**config.mk**
```make
export PLATFORM = sky130hd
export DESIGN_NAME = ppm_frame_decoder
export DESIGN_NICKNAME = d
export VERILOG_FILES = /design/src/rtl/ppm_pkg.sv /design/src/rtl/ppm_slot_timer.sv /design/src/rtl/ppm_frame_decoder.sv
export SDC_FILE = /design/constraint.sdc
export NUM_CORES = 1
export LEC_CHECK = 0
export ABC_CLOCK_PERIOD_IN_PS = 1900
export CAP_MARGIN = 20
export CORE_MARGIN = 4
export CORE_UTILIZATION = 45
export DETAILED_ROUTE_END_ITERATION = 8
export PLACE_DENSITY = 0.64
export SYNTH_ARGS = -nofsm -noshare
export SYNTH_HDL_FRONTEND = slang
export SYNTH_HIERARCHICAL = 1
export SYNTH_SLANG_ARGS = --single-unit
```
**constraint.sdc**
```tcl
create_clock -name clk -period 1.9 [get_ports clk]
set_input_delay 0.285 -clock clk [delete_from_list [all_inputs] [get_ports clk]]
set_output_delay 0.285 -clock clk [all_outputs]
set_load 0.02 [all_outputs]
```
**src/rtl/ppm_pkg.sv**
```systemverilog
// Shared types and default geometry for the PPM frame decoder.
package ppm_pkg;

    typedef enum logic {
        IDLE = 1'b0,
        RUN  = 1'b1
    } state_t;

    localparam int unsigned SLOT_CYC_DEF   = 8;
    localparam int unsigned PPM_BITS_DEF   = 2;
    localparam int unsigned SYMS_DEF       = 8;
    localparam int unsigned M_DEF          = 1 << PPM_BITS_DEF;
    localparam int unsigned CYC_W_DEF      = $clog2(SLOT_CYC_DEF);
    localparam int unsigned SLOT_W_DEF     = PPM_BITS_DEF;
    localparam int unsigned SYM_W_DEF      = $clog2(SYMS_DEF);
    localparam int unsigned SAMPLE_OFS_DEF = SLOT_CYC_DEF / 2;

    // Counter width for a modulo-n counter, never narrower than one bit.
    function automatic int unsigned cnt_width(input int unsigned n);
        return (n > 1) ? $clog2(n) : 1;
    endfunction

endpackage

```
**src/rtl/ppm_slot_timer.sv**
```systemverilog
// Cycle-within-slot and slot-within-symbol counters; flags the sample point and symbol end.
module ppm_slot_timer
    import ppm_pkg::*;
#(
    parameter int unsigned SLOT_CYC = SLOT_CYC_DEF,
    parameter int unsigned PPM_BITS = PPM_BITS_DEF
) (
    input  logic                clk,
    input  logic                rst,
    input  logic                clear,
    input  logic                run,
    output logic                sample_pt,
    output logic [PPM_BITS-1:0] slot_idx,
    output logic                sym_end
);

    localparam int unsigned M          = 1 << PPM_BITS;
    localparam int unsigned CYC_W      = cnt_width(SLOT_CYC);
    localparam int unsigned SAMPLE_OFS = SLOT_CYC / 2;

    logic [CYC_W-1:0]    cyc_cnt;
    logic [PPM_BITS-1:0] slot_cnt;
    logic                cyc_wrap;

    assign cyc_wrap = (cyc_cnt == CYC_W'(SLOT_CYC - 1));

    // Free-running slot timing while running; clear forces both counters back to zero.
    always_ff @(posedge clk) begin
        if (rst || clear) begin
            cyc_cnt  <= '0;
            slot_cnt <= '0;
        end else if (run) begin
            if (cyc_wrap) begin
                cyc_cnt  <= '0;
                slot_cnt <= (slot_cnt == PPM_BITS'(M - 1)) ? '0 : slot_cnt + 1'b1;
            end else begin
                cyc_cnt <= cyc_cnt + 1'b1;
            end
        end
    end

    assign sample_pt = run && (cyc_cnt == CYC_W'(SAMPLE_OFS));
    assign slot_idx  = slot_cnt;
    assign sym_end   = run && cyc_wrap && (slot_cnt == PPM_BITS'(M - 1));

endmodule

```
**src/rtl/ppm_frame_decoder.sv**
```systemverilog
// Times a fixed frame of PPM symbols after a start pulse and emits one decoded word per symbol.
module ppm_frame_decoder
    import ppm_pkg::*;
#(
    parameter int unsigned SLOT_CYC = SLOT_CYC_DEF,
    parameter int unsigned PPM_BITS = PPM_BITS_DEF,
    parameter int unsigned SYMS     = SYMS_DEF
) (
    input  logic                clk,
    input  logic                rst,
    input  logic                F_en,
    input  logic                ppm_in,
    output logic [PPM_BITS-1:0] data_out,
    output logic                data_valid,
    output logic                sym_err,
    output logic                frame_done,
    output logic                frame_err,
    output logic                busy
);

    localparam int unsigned SYM_W = cnt_width(SYMS);

    state_t              state;
    logic [SYM_W-1:0]    sym_cnt;
    logic [1:0]          pulse_cnt;
    logic [PPM_BITS-1:0] cap_slot;
    logic                err_acc;

    logic                tmr_clear;
    logic                tmr_run;
    logic                sample_pt;
    logic                sym_end;
    logic [PPM_BITS-1:0] slot_idx;
    logic                cur_err;
    logic                last_sym;

    assign tmr_run   = (state == RUN);
    assign tmr_clear = (state == IDLE) || F_en;
    assign cur_err   = (pulse_cnt != 2'd1);
    assign last_sym  = (sym_cnt == SYM_W'(SYMS - 1));

    ppm_slot_timer #(
        .SLOT_CYC (SLOT_CYC),
        .PPM_BITS (PPM_BITS)
    ) u_slot_timer (
        .clk       (clk),
        .rst       (rst),
        .clear     (tmr_clear),
        .run       (tmr_run),
        .sample_pt (sample_pt),
        .slot_idx  (slot_idx),
        .sym_end   (sym_end)
    );

    // Frame FSM, symbol counting, pulse capture and registered result strobes.
    always_ff @(posedge clk) begin
        if (rst) begin
            state      <= IDLE;
            sym_cnt    <= '0;
            pulse_cnt  <= '0;
            cap_slot   <= '0;
            err_acc    <= 1'b0;
            data_out   <= '0;
            data_valid <= 1'b0;
            sym_err    <= 1'b0;
            frame_done <= 1'b0;
            frame_err  <= 1'b0;
            busy       <= 1'b0;
        end else begin
            data_valid <= 1'b0;
            frame_done <= 1'b0;
            frame_err  <= 1'b0;
            case (state)
                IDLE: begin
                    if (F_en) begin
                        state     <= RUN;
                        busy      <= 1'b1;
                        sym_cnt   <= '0;
                        pulse_cnt <= '0;
                        err_acc   <= 1'b0;
                    end
                end
                RUN: begin
                    // A completed symbol is always reported, even when a restart lands on it.
                    if (sym_end) begin
                        data_valid <= 1'b1;
                        data_out   <= (pulse_cnt == 2'd0) ? '0 : cap_slot;
                        sym_err    <= cur_err;
                        if (last_sym) begin
                            frame_done <= 1'b1;
                            frame_err  <= err_acc | cur_err;
                        end
                    end
                    if (F_en) begin
                        sym_cnt   <= '0;
                        pulse_cnt <= '0;
                        err_acc   <= 1'b0;
                    end else if (sym_end) begin
                        pulse_cnt <= '0;
                        err_acc   <= err_acc | cur_err;
                        if (last_sym) begin
                            state   <= IDLE;
                            busy    <= 1'b0;
                            sym_cnt <= '0;
                        end else begin
                            sym_cnt <= sym_cnt + 1'b1;
                        end
                    end else if (sample_pt && ppm_in) begin
                        // First pulse of the symbol decides the slot; count saturates at two.
                        if (pulse_cnt == 2'd0) begin
                            cap_slot <= slot_idx;
                        end
                        if (pulse_cnt != 2'd2) begin
                            pulse_cnt <= pulse_cnt + 2'd1;
                        end
                    end
                end
                default: state <= IDLE;
            endcase
        end
    end

endmodule

```
# Yosys cells after proc, flatten, opt, wreduce, memory -nomap -nowiden
# Index checks and enable logic that the tools add are counted.
totals:
  regBits: 21
  input_bits: 4
  output_inout_bits: 7
  wordCells: 81
op_classes:
  addsub: 4
  eq_ne: 13
  mux: 30
  bitwise_logic: 5
  n_reduce_logical: 16
op_table:
  columns: ["cell", "n"]
  rows:
  - ["3-bit 2-to-1 mux", 5]
  - ["2-bit 2-to-1 mux", 7]
  - ["1-bit 2-to-1 mux", 13]
  - ["3-bit equality test (second input constant)", 3]
  - ["4-bit by 2-bit inequality test with 1-bit output (second input constant)", 2]
  - ["3-bit by 1-bit adder with 3-bit output (second input constant)", 2]
  - ["2-bit by 1-bit inequality test with 1-bit output (second input constant)", 3]
  - ["2-bit inequality test (second input constant)", 3]
  - ["1-bit one-hot mux with 2 select lines", 3]
  - ["3-bit one-hot mux with 2 select lines", 1]
  - ["2-bit AND reduction", 3]
  - ["5-bit AND reduction", 1]
  - ["2-bit by 1-bit adder with 2-bit output (second input constant)", 2]
  - ["1-bit logical AND", 4]
  - ["1-bit NOT", 4]
  - ["2-bit one-hot mux with 2 select lines", 1]
  - ["4-bit AND reduction", 1]
  - ["4-bit OR reduction", 1]
  - ["3-bit by 2-bit inequality test with 1-bit output (second input constant)", 1]
  - ["3-bit AND reduction", 1]
  - ["3-bit OR reduction", 1]
  - ["2-bit equality test (second input constant)", 1]
  - ["2-bit logical NOT", 1]
  - ["1-bit logical OR", 2]
  - ["other kinds (2)", 2]

# Logic depth before layout (Yosys ltp)
logic_depth:
  depth_word: 7
  depth_mapped: 7
  depth_no_buf: 6

# Hierarchy
# Netlist, hierarchy kept.
modules_own_cells:
  columns: ["module", "n_inst", "cells_per_inst", "area_per_inst_um2", "seq_area_each_um2"]
  rows:
  - ["ppm_frame_decoder", 1, 86, 788.3, 320.3]
  - ["ppm_slot_timer", 1, 29, 290.3, 100.1]

# Worst setup path before layout
# No wires, ideal clock.
synth_timing:
  path_kind: "register -> register"
  from: "register u_slot_timer.cyc_cnt[0]"
  to: "register sym_cnt[2]"
  setup_time_ns: 0.071
  arrival_ns: 1.633
  required_time_ns: 1.829
  setup_slack_ns: 0.196
  path_stages_with_launch: 7
  path_buffers: 0
  period_less_slack_ns: 1.704
  cell_sequence: "dfxtp_1 > ha_1 > ha_1 > and3_1 > nor2b_1 > or4b_1 > a21oi_1"
synth_between:
  elab_chain_cells: 5
synth_lines:
  columns: ["item", "line", "text"]
  rows:
  - ["from (decl)", "ppm_slot_timer.sv:21", "logic [CYC_W-1:0] cyc_cnt;"]
  - ["from (signal assigned)", "ppm_slot_timer.sv:37", "cyc_cnt <= cyc_cnt + 1'b1;"]
  - ["3-bit equality test", "ppm_slot_timer.sv:25", "assign cyc_wrap = (cyc_cnt == CYC_W'(SLOT_CYC - 1));"]
  - ["1-bit logical AND (2 in series)", "ppm_slot_timer.sv:44", "assign sym_end = run && cyc_wrap && (slot_cnt == PPM_BITS'(M - 1));"]
  - ["named net sym_end", "ppm_frame_decoder.sv:32", "logic sym_end;"]
  - ["3-bit by 2-bit inequality test with 1-bit output (no line)", null, null]
  - ["2-bit AND reduction (no line)", null, null]
  - ["to (signal assigned)", "ppm_frame_decoder.sv:106", "sym_cnt <= sym_cnt + 1'b1;"]
  - ["to (decl)", "ppm_frame_decoder.sv:24", "logic [SYM_W-1:0] sym_cnt;"]
# The timed path passes the listed nets, and every way through them passes these cells.
# A chain may end at the register's enable or synchronous reset.

# Worst setup path after layout
# Ends and elaborated chain as after synthesis.

==> impl_metrics.env <==
export IMPL_power_density_nw_per_um2=588.7
export IMPL_core_um2=2255
export IMPL_grt_first_pass_wirelength_um=3477
export IMPL_critPathTopFamily="simple AND/OR/NAND/NOR gates"
export IMPL_hold_violations=0
export IMPL_cts_tree="yes"
export IMPL_insertedDiodeCount=0
export IMPL_clk_pin_slew_ps=120
export IMPL_dp_cells=159
export IMPL_cp_cell_sequence="ha_1 -> ha_1 -> and3_2 -> nor2b_1 -> or4b_1 -> a21oi_1"
export IMPL_relSlewSlack_pct=78.59
export IMPL_crit_arrival_ps=2040
export IMPL_antenna_found_initial=0
export IMPL_drt_iter0_markers=15
export IMPL_p_leak_nw=0.5078
export IMPL_crit_top_cell="ha_1"
export IMPL_min_period_over_period_pct=94.87
export IMPL_p_total_mw=0.7609
export IMPL_first_pass_iters=4
export IMPL_max_stage_delay_ps=520
export IMPL_vias=899
export IMPL_syn_nets=131
export IMPL_dieHeight_um=56.96
export IMPL_min_period_ps=1802
export IMPL_critPathSlowestCell="or4b_1"
export IMPL_io_buffers=10
export IMPL_worstPathRequired_ps=2140
export IMPL_seq_area_frac_synth_pct=38.98
export IMPL_synthCells=115
export IMPL_yosys_warnings=6
export IMPL_tightest_slew_ps=320.4
export IMPL_vias_per_cell=5.515
export IMPL_cts_setup_buffers=0
export IMPL_yosys_area_top_type="dfxtp_1"
export IMPL_clkSinkCount=21
export IMPL_gp_congestion=0.7556
export IMPL_grt_max_degree=12
export IMPL_clk_latency_ps=300
export IMPL_finalSetupViolCount=0
export IMPL_synth_area_per_cell_um2=9.379
export IMPL_yosys_top_cells_area="dfxtp_1 39%, ha_1 14%, a21oi_1 5.6%"
export IMPL_final_common_cell="dfxtp_1"
export IMPL_final_cell_mix="21 x dfxtp_1, 12 x a21oi_1, 12 x ha_1"
export IMPL_async_reset_ff_share_pct=0
export IMPL_overflow=0
export IMPL_syn_area_um2=1079
export IMPL_remaining_drc_errors=0
export IMPL_synthFlopType="dfxtp_1"
export IMPL_path_buf_inv=0
export IMPL_placed_area_um2=1264
export IMPL_worstSetupStartpointType="register"
export IMPL_dpl_worst_slack_ps=-31.07
export IMPL_finalSetupTns_ps=0
export IMPL_root_buffer="clkbuf_4"
export IMPL_hold_class="register to register"
export IMPL_crit_fanout=8
export IMPL_syn_to_final_growth_pct=19.84
export IMPL_layout_setup_ws_ps=97.55
export IMPL_final_util_pct=57.33
export IMPL_drv_cap=0
export IMPL_worstSetupPathType="register to register"
export IMPL_dp_final_hpwl_um=1587
export IMPL_vdd_drop_max_mv=0.3078
export IMPL_finalClockSkew_ps=9.261
export IMPL_grt_pass1_vias=837
export IMPL_io_pins=11
export IMPL_fin_nets=152
export IMPL_drive_gt1_share_pct=14.07
export IMPL_wirelength_um=2086
export IMPL_yosysUniqueCellTypes=36
export IMPL_cts_htree_levels=1
export IMPL_cp_end_kind="register"
export IMPL_cts_path_max_buffers=2
export IMPL_start_util_pct=47.84
export IMPL_drv_slew=0
export IMPL_grt_use_total_pct=13.41
export IMPL_hold_ws_ps=466.0
export IMPL_status="finished clean"
export IMPL_rsz0062_at_grt="no"
export IMPL_wire_per_inst_um=12.80
export IMPL_fmax_ghz=0.5548
export IMPL_cts_made_buffers=3
export IMPL_die_w_um=56.96
export IMPL_finalNonFillerCells=163
export IMPL_synth_edf_count=0
export IMPL_synth_top_cell_area_share_pct=38.98
export IMPL_synth_seq_cells=21
export IMPL_final_antenna_net_count=0
export IMPL_rows=17
export IMPL_dieArea_um2=3244
export IMPL_fin_area_um2=1292
## timing repair
action,in CTS,in global routing
endpoints found under the setup margin,0,2
gates resized for setup,0,2
hold buffers,0,0
## layout make-up
class | instances | area (µm²)
Multi-Input combinational cell | 80 | 598.1
Sequential cell | 21 | 420.4
Fill cell | 226 | 962.2
Tap cell | 28 | 35.03
Clock buffer | 4 | 26.28
Timing Repair Buffer | 20 | 175.2
Inverter | 10 | 37.54
## Yosys cell counts (2+ instances only)
cell type  count
a21bo_2        2
a21oi_1       12
and3_1         3
buf_2          2
dfxtp_1       21
ha_1          12
inv_1         10
mux2i_1        3
nand2_1        9
nand2b_1       4
nand3_1        2
nand4b_1       3
nand4bb_1      2
nor2_1         3
nor3_1         2
o2111ai_1      2
o211ai_1       2
o21ai_0        3
## power by group
group	leakage, nW	total (mW)	switching, mW	internal (mW)
Sequential	0.170	0.455	0.00687	0.448
Combinational	0.323	0.0868	0.0460	0.0407
Clock	0.0150	0.219	0.137	0.0817
Total	0.508	0.761	0.190	0.571
## worst min-delay path: stages (launching register included)
cell and delay [ps]:
dfxtp_1 330, nand2_1 50, a21oi_1 50
## path summary, 6_finish.rpt
path                                              start  slack [ps]  cells past startpoint          end
worst max-delay path            u_slot_timer/cyc_cnt[0]         100                      6   sym_cnt[2]
worst min-delay path                        data_out[1]         470                      2  data_out[1]
worst max register to register  u_slot_timer/cyc_cnt[0]         100                      6   sym_cnt[2]
worst min register to register              data_out[1]         470                      2  data_out[1]
## cell families (layout without fill, tap and decap cells)
| family | count (synthesis) | count (layout) | synth area share, % |
|---|---|---|---|
| flops | 21 | 21 | 38.98 |
| mux | 3 | 3 | 2.784 |
| buf+inv | 14 | 34 | 5.800 |
| compound gates | 27 | 27 | 16.24 |
| fa+ha+maj | 12 | 12 | 13.92 |
| simple gates | 38 | 38 | 22.28 |
## flip-flops by register name, summed over array words and instances, names as in the netlist, 2 cells and up
| signal | flops |
|---|---|
| cap_slot | 2 |
| data_out | 2 |
| pulse_cnt | 2 |
| sym_cnt | 3 |
| u_slot_timer/cyc_cnt | 3 |
| u_slot_timer/slot_idx | 2 |
## layer usage
| metal | track usage, % | part of all wire, % | vias to the layer above |
|---|---|---|---|
| met2 | 21.53 | 47 | 15 |
| met1 | 17.64 | 48 | 430 |
| met3 | 2.262 | 4.5 | 2 |
| met5 | 0 | 0 | - |
| met4 | 5.960 | 0.86 | 0 |
| li1 | - | - | 452 |
No activity file was read; power rests on OpenSTA's default activity.
